==> config.mk <==
export PLATFORM = sky130hd
export DESIGN_NAME = ocp_pio_arbiter_flat
export DESIGN_NICKNAME = d
export VERILOG_FILES = /design/src/rtl/ocp_pio_arbiter_pkg.sv /design/src/rtl/ocp_pio_arbiter_if.sv /design/src/rtl/ocp_pio_arbiter_rr_picker.sv /design/src/rtl/ocp_pio_arbiter.sv /design/src/flat_wrapper.sv
export SDC_FILE = /design/constraint.sdc
export NUM_CORES = 1
export LEC_CHECK = 0
export CAP_MARGIN = 20
export CORE_AREA = 2 2 122 124
export DETAILED_ROUTE_END_ITERATION = 8
export DIE_AREA = 0 0 124 126
export PLACE_DENSITY = 0.57
export SYNTH_ARGS = -nofsm -noshare
export SYNTH_HDL_FRONTEND = slang
export SYNTH_HIERARCHICAL = 1
export SYNTH_SLANG_ARGS = --single-unit
export TNS_END_PERCENT = 20
==> constraint.sdc <==
create_clock -name clk -period 4.4 [get_ports clk]
set_clock_uncertainty 0.1 [all_clocks]
set_input_delay 1.32 -clock clk [delete_from_list [all_inputs] [get_ports clk]]
set_output_delay 1.32 -clock clk [all_outputs]
set_load 0.02 [all_outputs]
==> src/rtl/ocp_pio_arbiter_pkg.sv <==
// ---------------------------------------------------------------------------
// ocp_pio_pkg
// Shared definitions for the two-master OCP PIO arbiter in front of the
// timer peripheral.
//   - OCP command encodings carried on the 4-bit mcmd fields
//   - byte offsets of the timer registers inside its window
//   - arbiter FSM state type
// ---------------------------------------------------------------------------
package ocp_pio_pkg;

  // OCP command encodings; every other non-zero code is treated as illegal.
  localparam logic [3:0] OCP_IDLE  = 4'b0000;
  localparam logic [3:0] OCP_WRITE = 4'b0100;
  localparam logic [3:0] OCP_READ  = 4'b0010;

  // Timer register byte offsets relative to the window base.
  localparam logic [31:0] REG_START = 32'h0;
  localparam logic [31:0] REG_CURR  = 32'h4;
  localparam logic [31:0] REG_CTRL  = 32'h8;

  typedef enum logic [1:0] {
    ST_IDLE = 2'd0,
    ST_CMD  = 2'd1,
    ST_RESP = 2'd2,
    ST_ERR  = 2'd3
  } arb_state_t;

endpackage

==> src/rtl/ocp_pio_arbiter_if.sv <==
// ---------------------------------------------------------------------------
// ocp_pio_if
// One OCP PIO link: command/address/write data flowing from a master, and
// read data, response valid, command accept and error flowing back.
//   master modport : drives mcmd/maddr/data, receives sdata/sresp/scmdaccept/serr
//   slave  modport : receives mcmd/maddr/data, drives sdata/sresp/scmdaccept/serr
// The timer side of the arbiter has no error line; its serr is simply unused.
// ---------------------------------------------------------------------------
interface ocp_pio_if #(
  parameter int WIDTH = 32
);
  import ocp_pio_pkg::*;

  logic [3:0]       mcmd;
  logic [WIDTH-1:0] maddr;
  logic [WIDTH-1:0] data;
  logic [WIDTH-1:0] sdata;
  logic             sresp;
  logic             scmdaccept;
  logic             serr;

  modport master (
    output mcmd, maddr, data,
    input  sdata, sresp, scmdaccept, serr
  );

  modport slave (
    input  mcmd, maddr, data,
    output sdata, sresp, scmdaccept, serr
  );

endinterface

==> src/rtl/ocp_pio_arbiter_rr_picker.sv <==
// ---------------------------------------------------------------------------
// ocp_rr_picker
// Purely combinational two-way round-robin choice.
//   req        in  2  request vector, bit 0 = master 0, bit 1 = master 1
//   last_grant in  1  index of the master served most recently
//   pick       out 2  one-hot winner, 0 when nobody requests
// ---------------------------------------------------------------------------
module ocp_rr_picker
  import ocp_pio_pkg::*;
(
  input  logic [1:0] req,
  input  logic       last_grant,
  output logic [1:0] pick
);

  // On a tie the master that was not served last wins, which makes the
  // grants alternate when both masters keep requesting.
  always_comb begin
    pick = 2'b00;
    case (req)
      2'b01:   pick = 2'b01;
      2'b10:   pick = 2'b10;
      2'b11:   pick = last_grant ? 2'b01 : 2'b10;
      default: pick = 2'b00;
    endcase
  end

endmodule

==> src/rtl/ocp_pio_arbiter.sv <==
// ---------------------------------------------------------------------------
// ocp_pio_arbiter
// Shares the single OCP slave port of the timer between two masters.
// Grants round-robin, forwards one transaction at a time, routes the read
// response back to its owner, rejects illegal commands / out-of-window
// addresses and times out reads the timer never answers.
//   clk    in   system clock, rising edge
//   reset  in   asynchronous active-high reset
//   m0, m1      slave-side OCP links towards the two masters
//   s           master-side OCP link towards the timer
//   grant  out  one-hot current owner, 0 while idle
//   busy   out  high whenever the FSM is not idle
// ---------------------------------------------------------------------------
module ocp_pio_arbiter
  import ocp_pio_pkg::*;
#(
  parameter int               WIDTH     = 32,
  parameter logic [WIDTH-1:0] BASE_ADDR = 32'h4000_0000,
  parameter int               ADDR_SPAN = 12,
  parameter int               TIMEOUT   = 16
) (
  input  logic       clk,
  input  logic       reset,
  ocp_pio_if.slave   m0,
  ocp_pio_if.slave   m1,
  ocp_pio_if.master  s,
  output logic [1:0] grant,
  output logic       busy
);

  localparam int CNT_W = (TIMEOUT > 1) ? $clog2(TIMEOUT) : 1;
  localparam logic [CNT_W-1:0] CNT_LAST = CNT_W'(TIMEOUT - 1);

  // One bit wider than the bus so the exclusive end of the window can be
  // represented even when the window touches the top of the address space.
  localparam logic [WIDTH:0] WINDOW_END = {1'b0, BASE_ADDR} + (WIDTH+1)'(ADDR_SPAN);
  localparam logic [WIDTH:0] ADDR_LIMIT = {1'b1, {WIDTH{1'b0}}};

  if ((WINDOW_END > ADDR_LIMIT) || (ADDR_SPAN < 1) || (TIMEOUT < 1)) begin : g_bad_params
    $error("ocp_pio_arbiter: address window wraps or ADDR_SPAN/TIMEOUT is zero");
  end

  arb_state_t       state_q, state_d;
  logic [1:0]       grant_q, grant_d;
  logic             last_q, last_d;
  logic [CNT_W-1:0] count_q, count_d;

  logic [1:0]       req;
  logic [1:0]       pick;
  logic             sel;
  logic [3:0]       g_mcmd;
  logic [WIDTH-1:0] g_maddr;
  logic [WIDTH-1:0] g_data;
  logic             cmd_ok;
  logic             addr_ok;
  logic             legal;

  logic [3:0]       fwd_mcmd;
  logic [WIDTH-1:0] fwd_maddr;
  logic [WIDTH-1:0] fwd_data;
  logic [WIDTH-1:0] rsp_sdata;
  logic             rsp_sresp;
  logic             rsp_accept;
  logic             rsp_serr;

  assign req = {(m1.mcmd != OCP_IDLE), (m0.mcmd != OCP_IDLE)};

  ocp_rr_picker u_picker (
    .req        (req),
    .last_grant (last_q),
    .pick       (pick)
  );

  // Inputs of whichever master currently owns the timer.
  assign sel     = grant_q[1];
  assign g_mcmd  = sel ? m1.mcmd  : m0.mcmd;
  assign g_maddr = sel ? m1.maddr : m0.maddr;
  assign g_data  = sel ? m1.data  : m0.data;

  assign cmd_ok  = (g_mcmd == OCP_WRITE) || (g_mcmd == OCP_READ);
  assign addr_ok = (g_maddr >= BASE_ADDR) && ({1'b0, g_maddr} < WINDOW_END);
  assign legal   = cmd_ok && addr_ok;

  // State, owner, round-robin pointer and timeout counter. Reset leaves
  // last_grant pointing at master 1 so master 0 wins the first tie.
  always_ff @(posedge clk or posedge reset) begin
    if (reset) begin
      state_q <= ST_IDLE;
      grant_q <= 2'b00;
      last_q  <= 1'b1;
      count_q <= '0;
    end else begin
      state_q <= state_d;
      grant_q <= grant_d;
      last_q  <= last_d;
      count_q <= count_d;
    end
  end

  // Next-state logic plus the forwarded command and the response presented
  // to the owner. Every exit back to idle drops the grant and records the
  // owner as last served so the other master gets the next tie.
  always_comb begin
    state_d    = state_q;
    grant_d    = grant_q;
    last_d     = last_q;
    count_d    = count_q;
    fwd_mcmd   = OCP_IDLE;
    fwd_maddr  = '0;
    fwd_data   = '0;
    rsp_sdata  = '0;
    rsp_sresp  = 1'b0;
    rsp_accept = 1'b0;
    rsp_serr   = 1'b0;

    case (state_q)
      ST_IDLE: begin
        if (req != 2'b00) begin
          grant_d = pick;
          state_d = ST_CMD;
        end
      end

      ST_CMD: begin
        if (g_mcmd == OCP_IDLE) begin
          state_d = ST_IDLE;
          grant_d = 2'b00;
          last_d  = sel;
        end else if (legal) begin
          fwd_mcmd  = g_mcmd;
          fwd_maddr = g_maddr;
          fwd_data  = g_data;
          if (s.scmdaccept) begin
            rsp_accept = 1'b1;
            if (g_mcmd == OCP_READ) begin
              state_d = ST_RESP;
              count_d = '0;
            end else begin
              state_d = ST_IDLE;
              grant_d = 2'b00;
              last_d  = sel;
            end
          end
        end else begin
          // Illegal command: accept it locally so the master moves on, and
          // report the error on the following cycle.
          rsp_accept = 1'b1;
          state_d    = ST_ERR;
        end
      end

      ST_RESP: begin
        // A response on the final count still completes normally.
        if (s.sresp) begin
          rsp_sresp = 1'b1;
          rsp_sdata = s.sdata;
          state_d   = ST_IDLE;
          grant_d   = 2'b00;
          last_d    = sel;
        end else if (count_q == CNT_LAST) begin
          state_d = ST_ERR;
        end else begin
          count_d = count_q + 1'b1;
        end
      end

      ST_ERR: begin
        rsp_serr  = 1'b1;
        rsp_sresp = 1'b1;
        state_d   = ST_IDLE;
        grant_d   = 2'b00;
        last_d    = sel;
      end

      default: begin
        state_d = ST_IDLE;
        grant_d = 2'b00;
      end
    endcase
  end

  assign s.mcmd  = fwd_mcmd;
  assign s.maddr = fwd_maddr;
  assign s.data  = fwd_data;

  // grant_q is zero in idle, so neither master sees anything then, and the
  // master not granted is held at zero throughout a transaction.
  assign m0.sdata      = grant_q[0] ? rsp_sdata  : '0;
  assign m0.sresp      = grant_q[0] & rsp_sresp;
  assign m0.scmdaccept = grant_q[0] & rsp_accept;
  assign m0.serr       = grant_q[0] & rsp_serr;

  assign m1.sdata      = grant_q[1] ? rsp_sdata  : '0;
  assign m1.sresp      = grant_q[1] & rsp_sresp;
  assign m1.scmdaccept = grant_q[1] & rsp_accept;
  assign m1.serr       = grant_q[1] & rsp_serr;

  assign grant = grant_q;
  assign busy  = (state_q != ST_IDLE);

endmodule

==> src/flat_wrapper.sv <==
// flat-port wrapper written by rule: the top's interface ports become plain ports
module ocp_pio_arbiter_flat import ocp_pio_pkg::*;
#(
  parameter int               WIDTH     = 32,
  parameter logic [WIDTH-1:0] BASE_ADDR = 32'h4000_0000,
  parameter int               ADDR_SPAN = 12,
  parameter int               TIMEOUT   = 16
)
  (clk, reset, grant, busy, m0_mcmd, m0_maddr, m0_data, m0_sdata, m0_sresp, m0_scmdaccept, m0_serr, m1_mcmd, m1_maddr, m1_data, m1_sdata, m1_sresp, m1_scmdaccept, m1_serr, s_mcmd, s_maddr, s_data, s_sdata, s_sresp, s_scmdaccept, s_serr);
  ocp_pio_if #(.WIDTH(WIDTH)) m0_i ();
  ocp_pio_if #(.WIDTH(WIDTH)) m1_i ();
  ocp_pio_if #(.WIDTH(WIDTH)) s_i ();
  input  logic clk;
  input  logic reset;
  output logic [1:0] grant;
  output logic busy;
  input wire logic [$bits(m0_i.mcmd)-1:0] m0_mcmd;
  input wire logic [$bits(m0_i.maddr)-1:0] m0_maddr;
  input wire logic [$bits(m0_i.data)-1:0] m0_data;
  output wire logic [$bits(m0_i.sdata)-1:0] m0_sdata;
  output wire logic [$bits(m0_i.sresp)-1:0] m0_sresp;
  output wire logic [$bits(m0_i.scmdaccept)-1:0] m0_scmdaccept;
  output wire logic [$bits(m0_i.serr)-1:0] m0_serr;
  input wire logic [$bits(m1_i.mcmd)-1:0] m1_mcmd;
  input wire logic [$bits(m1_i.maddr)-1:0] m1_maddr;
  input wire logic [$bits(m1_i.data)-1:0] m1_data;
  output wire logic [$bits(m1_i.sdata)-1:0] m1_sdata;
  output wire logic [$bits(m1_i.sresp)-1:0] m1_sresp;
  output wire logic [$bits(m1_i.scmdaccept)-1:0] m1_scmdaccept;
  output wire logic [$bits(m1_i.serr)-1:0] m1_serr;
  output wire logic [$bits(s_i.mcmd)-1:0] s_mcmd;
  output wire logic [$bits(s_i.maddr)-1:0] s_maddr;
  output wire logic [$bits(s_i.data)-1:0] s_data;
  input wire logic [$bits(s_i.sdata)-1:0] s_sdata;
  input wire logic [$bits(s_i.sresp)-1:0] s_sresp;
  input wire logic [$bits(s_i.scmdaccept)-1:0] s_scmdaccept;
  input wire logic [$bits(s_i.serr)-1:0] s_serr;
  assign m0_i.mcmd = m0_mcmd;
  assign m0_i.maddr = m0_maddr;
  assign m0_i.data = m0_data;
  assign m0_sdata = m0_i.sdata;
  assign m0_sresp = m0_i.sresp;
  assign m0_scmdaccept = m0_i.scmdaccept;
  assign m0_serr = m0_i.serr;
  assign m1_i.mcmd = m1_mcmd;
  assign m1_i.maddr = m1_maddr;
  assign m1_i.data = m1_data;
  assign m1_sdata = m1_i.sdata;
  assign m1_sresp = m1_i.sresp;
  assign m1_scmdaccept = m1_i.scmdaccept;
  assign m1_serr = m1_i.serr;
  assign s_mcmd = s_i.mcmd;
  assign s_maddr = s_i.maddr;
  assign s_data = s_i.data;
  assign s_i.sdata = s_sdata;
  assign s_i.sresp = s_sresp;
  assign s_i.scmdaccept = s_scmdaccept;
  assign s_i.serr = s_serr;
  ocp_pio_arbiter #(.WIDTH(WIDTH), .BASE_ADDR(BASE_ADDR), .ADDR_SPAN(ADDR_SPAN), .TIMEOUT(TIMEOUT)) u_core (.clk(clk), .reset(reset), .m0(m0_i), .m1(m1_i), .s(s_i), .grant(grant), .busy(busy));
endmodule
==> run_results.csv <==
group,metric,value,unit
worst_setup_path,cp-end-kind,"output pin",
routing,drt_iter0_drc,54,
routing,wl_per_cell,15.0,µm
synthesis,netlist_area,2080,µm²
outcome,outcome,"complete, but fails checks",
clock_network,clockBufferDepth,2,
clock_network,clk_pin_slew_worst_paths,0.04,ns
grt,grt_pass1_wl,16.6,mm
floorplanning,die_y,126,µm
placed_design,port_buffers,283,
sta,rsz0062_at_grt,"yes",
clock_network,cts_tree,"built",
placed_design,gp_congestion,0.848,
job,max_cap_viol_count,0,
routing,drc_errors,0,
sta,max_slew_margin,58.8,%
power,total_power,1.13,mW
routing,vias_per_cell,4.10,
routing,vias,3171,
sta,fmax,215,MHz
floorplanning,rows,44,
sta,setup_viol,41,
worst_setup_path,arrival,3.23,ns
grt,antenna_found_initial,0,
floorplanning,die_width,124,µm
placed_design,place_ws,-1.10,ns
floorplanning,dieArea,15600,µm²
clock_network,cts_root_buf,"clkbuf_16",
placed_design,hpwl,9.61,mm
power,p_per_area,194,nW/µm²
worst_setup_path,critPathKind,"primary input to output pin",
synthesis,synth-edff-count,0,
floorplanning,start_util,14.5,%
grt,gr-usage-all-layers,13.4,%
sta,period_share,106,%
clock_network,cts.sinks,9,
hold_path,hold_path.class,"flop to flop",
sta,worst_slack,-0.249,ns
grt,grt.overflow.total,0,
synthesis,async_flop_share,100,%
floorplanning,top_level_ports,314,
routing,first_pass_iters,4,
worst_setup_path,critPathRequiredTime,2.98,ns
worst_setup_path,crit_fanout,7,
synthesis,synthCells,293,
synthesis,yosys.area.top_type,"and2_1",
synthesis,ys_seq_area_share,10.9,%
sta,hold_viol_final,0,
cells_and_area,drive_gt1_share,26.7,%
sta,holdWs,0.424,ns
clock_network,cts_max_level,1,
routing,wirelength,11.6,mm
synthesis,yosysWarnings,6,
grt,grt_max_degree,39,
cells_and_area,area_delta_synth_final,179,%
worst_setup_path,start_kind,"primary input",
sta,slew_viol_final,0,
clock_network,cts-buffers-inserted,3,
cells_and_area,nets,764,
clock_network,worstSkewPairLatency,0.24,ns
synthesis,synth_top_area_share,19.3,%
grt,grt_pass1_vias,3378,
sta,period_needed,4.65,ns
cells_and_area,fin_util,40.4,%
power,p_leak,2.98,nW
synthesis,yosys_most_used_dff,"dfrtp_1",
routing,ant_nets,0,
synthesis,yosysUniqueCellTypes,48,
cells_and_area,fill_cells,1408,
cells_and_area,diodes,0,
floorplanning,core_area,14300,µm²
outcome,violations,"negative setup slack",
synthesis,syn_avg_cell_area,7.09,µm²
synthesis,synthTopCellsByArea,"and2_1, mux2i_1, buf_4",
sta,tightest_slew,0.618,ns
synthesis,ys_seq_elements,9,
power,peakVddDrop,0.125,mV
==> cell usage in the layout (no fill, tap or decap), types with 7 or more instances in the layout <==
cell type,n
clkdlybuf4s50_1,123
and2_1,64
dlygate4sd2_1,57
buf_6,45
dlymetal6s2s_1,40
nor2_4,39
mux2i_1,37
conb_1,29
buf_4,21
clkbuf_2,12
nor2_1,10
nor4_2,8
dfrtp_1,7
==> final timing paths <==
kind                              startpoint                 to  slack [ns]  depth (start not counted)
min                        u_core/count_q[1]  u_core/count_q[1]        0.42                          1
max reg2reg                  u_core/grant[1]  u_core/count_q[0]        1.69                          6
min reg2reg                u_core/count_q[1]  u_core/count_q[1]        0.42                          1
max in group asynchronous              reset      u_core/last_q        2.65                          2
min in group asynchronous              reset    u_core/grant[0]        1.25                          2
max                               m1_mcmd[0]         s_maddr[0]       -0.25                         10
==> synth_stat cells, types with 2 or more instances <==
| cell | count |
|---|---|
| a21oi_1 | 4 |
| a32o_1 | 3 |
| and2_1 | 64 |
| and3_1 | 3 |
| buf_4 | 30 |
| buf_6 | 3 |
| clkbuf_1 | 14 |
| dfrtp_1 | 8 |
| inv_1 | 6 |
| mux2_2 | 2 |
| mux2i_1 | 37 |
| nand2_1 | 6 |
| nand2b_1 | 3 |
| nand3_1 | 2 |
| nand4_1 | 2 |
| nor2_1 | 49 |
| nor2b_1 | 2 |
| nor3_1 | 6 |
| nor3b_1 | 4 |
| nor4_1 | 9 |
| nor4b_1 | 2 |
| o21ai_0 | 7 |
| xnor2_1 | 2 |
==> what timing repair did <==
item / 4_1_cts / 5_1_grt
buffers inserted: 6 / 1
resized for setup: 353 / 97
setup endpoints to repair: 104 / 54
hold buffers: 0 / 0
cloned: 3 / 0
pin swaps: 36 / 36
==> cell families after synthesis <==
logic type | count (synthesis) | synth area share (%)
muxes | 39 | 18.9
xor gates and xnor gates | 2 | 0.844
DFF | 9 | 10.9
adders and majority gates | 1 | 0.602
buffers and inverters | 54 | 16.3
AOI/OAI and AO/OA | 26 | 9.34
and+or+nand+nor | 161 | 43.0
other | 1 | 0.181
==> routing by layer <==
metal | vias up | global-route usage (%) | wire length [µm]
li1 | 1543 | - | -
met1 | 1423 | 13.0 | 3920
met2 | 194 | 27.0 | 6160
met3 | 11 | 3.94 | 1390
met4 | 0 | 3.24 | 140
met5 | - | 0 | 0
==> through the flow <==
step	instance area [µm²]	setup TNS [ns]	instances
finish	5790	-7.77	773
CTS	5690	-15.03	775
floorplan	2470	0	321
detailed placement	5390	-47.37	762
global placement	5390	-46.76	762
global route	5790	-12.58	773
==> layout make-up <==
type / instances / area (µm²) / area share, %
Clock buffer: 4 / 78.8 / 1.36
Inverter: 6 / 22.5 / 0.389
Multi-Input combinational cell: 258 / 2060 / 35.6
Sequential cell: 9 / 228 / 3.93
Tap cell: 184 / 230 / 3.98
Timing Repair Buffer: 312 / 3170 / 54.7
==> critical path: stages <==
cell,delay (ns)
clkdlybuf4s50_1,0.44
nor4_2,0.32
nand2_1,0.15
o21ai_4,0.09
nand3_2,0.09
or2_4,0.31
buf_12,0.14
buf_12,0.14
nor2_4,0.10
buf_6,0.12
==> flip-flops by register name (all words and copies together) (netlist names) <==
| signal | cells |
|---|---|
| u_core/count_q | 4 |
| u_core/last_q | 1 |
| u_core/grant | 2 |
| u_core/state_q | 2 |
==> report_power, final <==
part	internal, mW	switching (mW)	total [mW]
Clock	0.121	0.0386	0.160
Sequential	0.122	0.0631	0.185
Combinational	0.382	0.398	0.780
Total	0.625	0.500	1.13
Note: power is estimated with default switching activity, not from simulation.
